`config.mk`:
```
export PLATFORM = sky130hd
export DESIGN_NAME = mux_n_to_1_reg
export DESIGN_NICKNAME = d
export VERILOG_FILES = /design/src/rtl/mux_n_to_1_reg.sv
export SDC_FILE = /design/constraint.sdc
export NUM_CORES = 1
export LEC_CHECK = 0
export ABC_AREA = 1
export BUFFER_PORTS_ARGS = -buffer_cell sky130_fd_sc_hd__buf_4
export CAP_MARGIN = 25
export CORE_AREA = 5 5 69 71
export DETAILED_ROUTE_END_ITERATION = 8
export DIE_AREA = 0 0 74 76
export GPL_TIMING_DRIVEN = 0
export PLACE_DENSITY = 0.76
export SYNTH_ARGS = -nofsm -noshare
export SYNTH_HDL_FRONTEND = slang
export SYNTH_SLANG_ARGS = --single-unit
```
`constraint.sdc`:
```
create_clock -name clk -period 3.05 [get_ports clk]
set_input_delay 0.1525 -clock clk [delete_from_list [all_inputs] [get_ports clk]]
set_output_delay 0.1525 -clock clk [all_outputs]
set_load 0.02 [all_outputs]
```
`src/rtl/mux_n_to_1_reg.sv`:
```
// rtl/mux_n_to_1_reg.sv - N:1 channel selector with a registered valid/ready output stage
// Optional transfer counter (xfer_cnt, cnt_clr) is enabled by defining MUX_XFER_CNT_EN.
module mux_n_to_1_reg #(
  parameter int WIDTH    = 16,
  parameter int CHANNELS = 4,
  parameter int SEL_W    = 2
) (
  input  logic                      clk,
  input  logic                      rst,
  input  logic [CHANNELS*WIDTH-1:0] in_data,
  input  logic [CHANNELS-1:0]       in_valid,
  output logic [CHANNELS-1:0]       in_ready,
  input  logic                      mode,
  input  logic [SEL_W-1:0]          sel,
  output logic [WIDTH-1:0]          out_data,
  output logic [SEL_W-1:0]          out_chan,
  output logic                      out_valid,
`ifdef MUX_XFER_CNT_EN
  input  logic                      cnt_clr,
  output logic [15:0]               xfer_cnt,
`endif
  input  logic                      out_ready
);

  logic [SEL_W-1:0] rr_ptr;
  logic [SEL_W-1:0] grant_idx;
  logic             grant_valid;
  logic [WIDTH-1:0] grant_data;
  logic [SEL_W-1:0] next_ptr;
  logic             can_load;
  logic             xfer;

  assign can_load = !out_valid || out_ready;

  // Round-robin scan starts at rr_ptr and wraps; rr_ptr is always < CHANNELS.
  always_comb begin : grant_sel
    int j;
    j           = 0;
    grant_valid = 1'b0;
    grant_idx   = '0;
    if (!mode) begin
      if (int'(sel) < CHANNELS) begin
        grant_valid = 1'b1;
        grant_idx   = sel;
      end
    end else begin
      for (int i = 0; i < CHANNELS; i++) begin
        j = int'(rr_ptr) + i;
        if (j >= CHANNELS) j = j - CHANNELS;
        if (!grant_valid && in_valid[j]) begin
          grant_valid = 1'b1;
          grant_idx   = SEL_W'(j);
        end
      end
    end
  end

  always_comb begin
    in_ready   = '0;
    grant_data = '0;
    for (int k = 0; k < CHANNELS; k++) begin
      if (grant_idx == SEL_W'(k)) begin
        grant_data  = in_data[k*WIDTH +: WIDTH];
        in_ready[k] = grant_valid && can_load && !rst;
      end
    end
  end

  assign xfer     = |(in_valid & in_ready);
  assign next_ptr = (int'(grant_idx) + 1 == CHANNELS) ? '0 : grant_idx + SEL_W'(1);

  always_ff @(posedge clk or posedge rst) begin
    if (rst) begin
      out_valid <= 1'b0;
      out_data  <= '0;
      out_chan  <= '0;
      rr_ptr    <= '0;
    end else if (xfer) begin
      out_data  <= grant_data;
      out_chan  <= grant_idx;
      out_valid <= 1'b1;
      if (mode) rr_ptr <= next_ptr;
    end else if (out_ready) begin
      out_valid <= 1'b0;
    end
  end

`ifdef MUX_XFER_CNT_EN
  always_ff @(posedge clk or posedge rst) begin
    if (rst) begin
      xfer_cnt <= '0;
    end else if (cnt_clr) begin
      xfer_cnt <= '0;
    end else if (xfer && xfer_cnt != 16'hFFFF) begin
      xfer_cnt <= xfer_cnt + 16'd1;
    end
  end
`endif

endmodule

```
==> metrics.log <==
[metrics] Commonest cells post-synth: 110 x sky130_fd_sc_hd__nand2_1, 37 x sky130_fd_sc_hd__o21ai_0, 22 x sky130_fd_sc_hd__nand3_1, 21 x sky130_fd_sc_hd__dfrtp_1, 17 x sky130_fd_sc_hd__a21oi_1
[metrics] setup repair after global routing missed its margin: true
[metrics] starting utilization of the core area: a little over two fifths
[metrics] worst hold margin: around 0.036 ns
[metrics] Setup CP Type: reg -> reg
[metrics] DR WL/cell: 13.0 um
[metrics] count of TritonRoute iterations in the first routing pass: 4
[metrics] deepest clock path buffer count: 2
[metrics] antenna-violating nets left: 0
[metrics] fraction of the core area covered by cells at the end of the flow: between 60 and 70%
[metrics] result of the run: completed
[metrics] share of the synthesized area in the top cell type: between 20% and 30%
[metrics] total count of max-transition violations in the final report: 0
[metrics] largest net degree at the start of global routing: 22
[metrics] switching component of the power: 0.00118 W
[metrics] Final #Nets: roughly 460
[metrics] multiplexer share of the synthesized area: 0%
[metrics] hold crit path type: in -> async
[metrics] Diodes inserted: 0
[metrics] series of cell instances along the critical path: buf_6 -> inv_4 -> nand2_2 -> and2_4 -> o21ai_4 -> inv_1 -> nand2_1 -> nand3_1 -> nand2_1 -> nand2_1 -> o21ai_2 -> inv_1 -> ha_1 -> buf_4 -> inv_4 -> clkbuf_4 -> nand3_1 -> nand2_1 -> o21ai_0 -> o21ai_0 -> nand2_1 -> nand2_1
[metrics] adder-cell share of the synthesized area: 2.84%
[metrics] number of DRC markers after the initial detailed-route iteration: 61
[metrics] CTS root buf: sky130_fd_sc_hd__clkbuf_8
[metrics] Peak supply drop: 362 uV
[metrics] mapped cell area: 1760 um2
[metrics] prevailing post-synth register cell: sky130_fd_sc_hd__dfrtp_1
[metrics] total number of clock tree sinks: 21
[metrics] Post-synth EDFFs: 0
[metrics] die outline area: 5620 um2
[metrics] xor and xnor fraction of the mapped netlist area: 0%
[metrics] share of final-layout standard cells stronger than drive strength 1: a little under two fifths
[metrics] required time of the worst setup path: roughly 3.3 ns
[metrics] buffers added on ports: 96
[metrics] TritonCTS Buffers: 3
[metrics] Post-Route WL: 5.56 mm
[metrics] Finish-stage setup viols: 0
[metrics] mean cell area of the mapped netlist: 6.31 um2
[metrics] cell type of the slowest stage on the worst timing path: sky130_fd_sc_hd__dfrtp_1
[metrics] number of unique standard cell types used by synthesis: 24
[metrics] leakage component of the power: 1.43 nW
[metrics] Final Cycle Share: about 94%
[metrics] CP delay by family, top: buffers and inverters
[metrics] cell mode on critical path: sky130_fd_sc_hd__nand2_1
[metrics] Internal: 0.00115 W
[metrics] number of flip-flops and latches in the synthesized netlist: 21
[metrics] worst path bufs/invs: 7
[metrics] total power divided by cell area: 887 nW/um2
[metrics] Clock power frac: ~7.6%
[metrics] number of global-route vias before repair: 1856
[metrics] combinational family with the most area after synthesis: simple AND/OR/NAND/NOR gates
[metrics] y dimension of the die: ~76 um
[metrics] post-route DRC violation count: 0
[metrics] post-DR vias/cell: 4.94
[metrics] arrival time of data at the critical path endpoint: 3.08 ns
[metrics] initial antenna violation count: 0
[metrics] Sum Neg Setup Slack: 0 ns
[metrics] multi-input logic area: 1080 um2
[metrics] number of ports placed on the die boundary: between 90 and 100
[metrics] post-cts hold buffer count: 0
[metrics] share of total power in sequential cells: around a fifth
[metrics] fill cell count: 394
[metrics] global placement routability congestion: 0.864
[metrics] transition time of the tightest slew-check pin: 0.760 ns
[metrics] largest area contributor in the netlist: sky130_fd_sc_hd__dfrtp_1
[metrics] clock skew: between 0.001 and 0.0015 ns
[metrics] total number of vias: 2119
[metrics] clock latency reported for the late side of the worst-skew pair: 0.26 ns
[metrics] crit path max fanout: 10
[metrics] Combinational Power Share: slightly above 70%
[metrics] grt total ovfl: 0
[metrics] remaining max-slew budget at the tightest pin: between 40% and 50%
[metrics] number of cells produced by synthesis: 279
[metrics] Synth warnings: 0
[metrics] half-perimeter wire length after detailed placement: ~4.5 mm
[metrics] Die X: 74 um
[metrics] share of async-settable or async-resettable flops after synthesis: 100%
[metrics] Hold Vio Cnt, Final: 0
[metrics] crit end category: flip-flop
[metrics] clock-pin slew on the worst setup and hold paths: 0.07 ns
[metrics] non-filler instance count after layout: ~430
[metrics] highest clock frequency the design can meet: 348 MHz
[metrics] nets in the synthesized netlist: 357
[metrics] highest cell delay on the worst timing path: 0.37 ns
[metrics] cell count after placement: roughly 430
[metrics] most repeated cell in the gate-level netlist after synthesis: sky130_fd_sc_hd__nand2_1
[metrics] area grow syn2layout: 48.9%
[metrics] number of core rows: 24
[metrics] Global Route Usage Sum: 19.4%
[metrics] max cap viols: 0
[metrics] total core area: 4170 um2
[metrics] biggest area contributors in the synthesized netlist: sky130_fd_sc_hd__dfrtp_1 30%, sky130_fd_sc_hd__nand2_1 23%, sky130_fd_sc_hd__o21ai_0 11%
[metrics] min cycle time layout: 2.87 ns
[metrics] level count of the clock H-tree: 1
[metrics] proportion of synthesized chip area in sequential cells: 29.8%
[metrics] clock tree from TritonCTS: yes
[metrics] simple-gate share of the synthesized area: 40.4%
[metrics] wire length of the first global-routing pass: 8.74 mm
[metrics] startpoint class of the critical path: flip-flop
[metrics] Sw Ratio: 50.7%
[metrics] post-synthesis compound-gate area fraction: 17.3%
[metrics] sequential cell area: 527 um2
==> metal layers <==
layer	part of all wire, %	vias to the layer above	GRT usage [%]	routed length (um)
met4	2.1	0	8.33	117
met5	0	-	0	0
li1	-	1098	-	-
met1	43	924	27.5	2410
met3	8.7	8	2.51	483
met2	46	89	29.2	2550
==> flip-flops by register name, indices dropped and copies added (netlist names) <==
name	flops
rr_ptr	2
out_data	16
out_chan	2
out_valid	1
==> power groups by stage <==
stage               registers, W  logic (W)  clock network [W]
global route            0.000484    0.00186           0.000189
finish                  0.000470    0.00168           0.000177
detailed placement      0.000474    0.00161                  0
global placement        0.000471    0.00158                  0
CTS                     0.000470    0.00163           0.000185
floorplan               0.000589   0.000994                  0
==> timing repair <==
| item | CTS | global route |
|---|---|---|
| buffers inserted | 0 | 1 |
| endpoints found under the setup margin | 12 | 25 |
| gates resized for setup | 7 | 14 |
| pin swaps | 0 | 2 |
| cloned | 0 | 0 |
==> worst paths after layout <==
kind,startpoint,to,slack (ns),cells after the start
min in group clk,out_ready,out_valid,0.09,2
min,rst,rr_ptr[0],0.04,2
min reg2reg,out_data[9],out_data[9],0.49,2
max reg2reg,rr_ptr[0],out_data[9],0.18,22
max in group asynchronous,rst,rr_ptr[1],2.49,2
max,rr_ptr[0],out_data[9],0.18,22
==> cells by family (layout without fill, tap and decap cells) <==
family,count (synthesis),in the layout
fa+ha+maj,4,4
buf+inv,36,134
simple gates,160,160
compound gates,58,58
flops,21,21
==> metrics by stage <==
| stage | total power [W] | setup slack, ns | area [um2] |
|---|---|---|---|
| 5_1_grt | 0.00254 | -0.00426 | 2620 |
| 6_report | 0.00233 | 0.176 | 2620 |
| 4_1_cts | 0.00228 | 0.00277 | 2610 |
| 3_5_place_dp | 0.00208 | -0.0795 | 2550 |
| 2_1_floorplan | 0.00158 | 0.418 | 1760 |
| 3_3_place_gp | 0.00205 | -0.00335 | 2550 |
==> worst register-to-register path, cell delays in order (launching register included) <==
cell and delay (ns):
sky130_fd_sc_hd__dfrtp_1 0.37, sky130_fd_sc_hd__buf_6 0.14, sky130_fd_sc_hd__inv_4 0.08, sky130_fd_sc_hd__nand2_2 0.06, sky130_fd_sc_hd__and2_4 0.14, sky130_fd_sc_hd__o21ai_4 0.18, sky130_fd_sc_hd__inv_1 0.07, sky130_fd_sc_hd__nand2_1 0.08
sky130_fd_sc_hd__nand3_1 0.07, sky130_fd_sc_hd__nand2_1 0.06, sky130_fd_sc_hd__nand2_1 0.06, sky130_fd_sc_hd__o21ai_2 0.14, sky130_fd_sc_hd__inv_1 0.12, sky130_fd_sc_hd__ha_1 0.21, sky130_fd_sc_hd__buf_4 0.17, sky130_fd_sc_hd__inv_4 0.09
sky130_fd_sc_hd__clkbuf_4 0.19, sky130_fd_sc_hd__nand3_1 0.08, sky130_fd_sc_hd__nand2_1 0.09, sky130_fd_sc_hd__o21ai_0 0.08, sky130_fd_sc_hd__o21ai_0 0.20, sky130_fd_sc_hd__nand2_1 0.09, sky130_fd_sc_hd__nand2_1 0.06
==> final cells by class <==
class / instances / area share (%)
Multi-Input combinational cell: 222 / 41.2
Timing Repair Buffer: 97 / 27.8
Sequential cell: 21 / 20.1
Buffer: 13 / 3.63
Inverter: 20 / 3.05
Tap cell: 52 / 2.48
Clock buffer: 3 / 1.57
Clock inverter: 1 / 0.191
==> layout by cell type, fill, tap and decap left out, types with 3 or more instances in the layout <==
master / count
sky130_fd_sc_hd__a21oi_1: 17
sky130_fd_sc_hd__buf_4: 98
sky130_fd_sc_hd__buf_6: 4
sky130_fd_sc_hd__clkbuf_2: 3
sky130_fd_sc_hd__clkbuf_8: 3
sky130_fd_sc_hd__dfrtp_1: 20
sky130_fd_sc_hd__ha_1: 3
sky130_fd_sc_hd__inv_1: 13
sky130_fd_sc_hd__inv_2: 5
sky130_fd_sc_hd__nand2_1: 110
sky130_fd_sc_hd__nand2_2: 12
sky130_fd_sc_hd__nand3_1: 21
sky130_fd_sc_hd__nand4_1: 4
sky130_fd_sc_hd__nor2_1: 6
sky130_fd_sc_hd__o21ai_0: 35
Power figures use the tool's default switching activity.
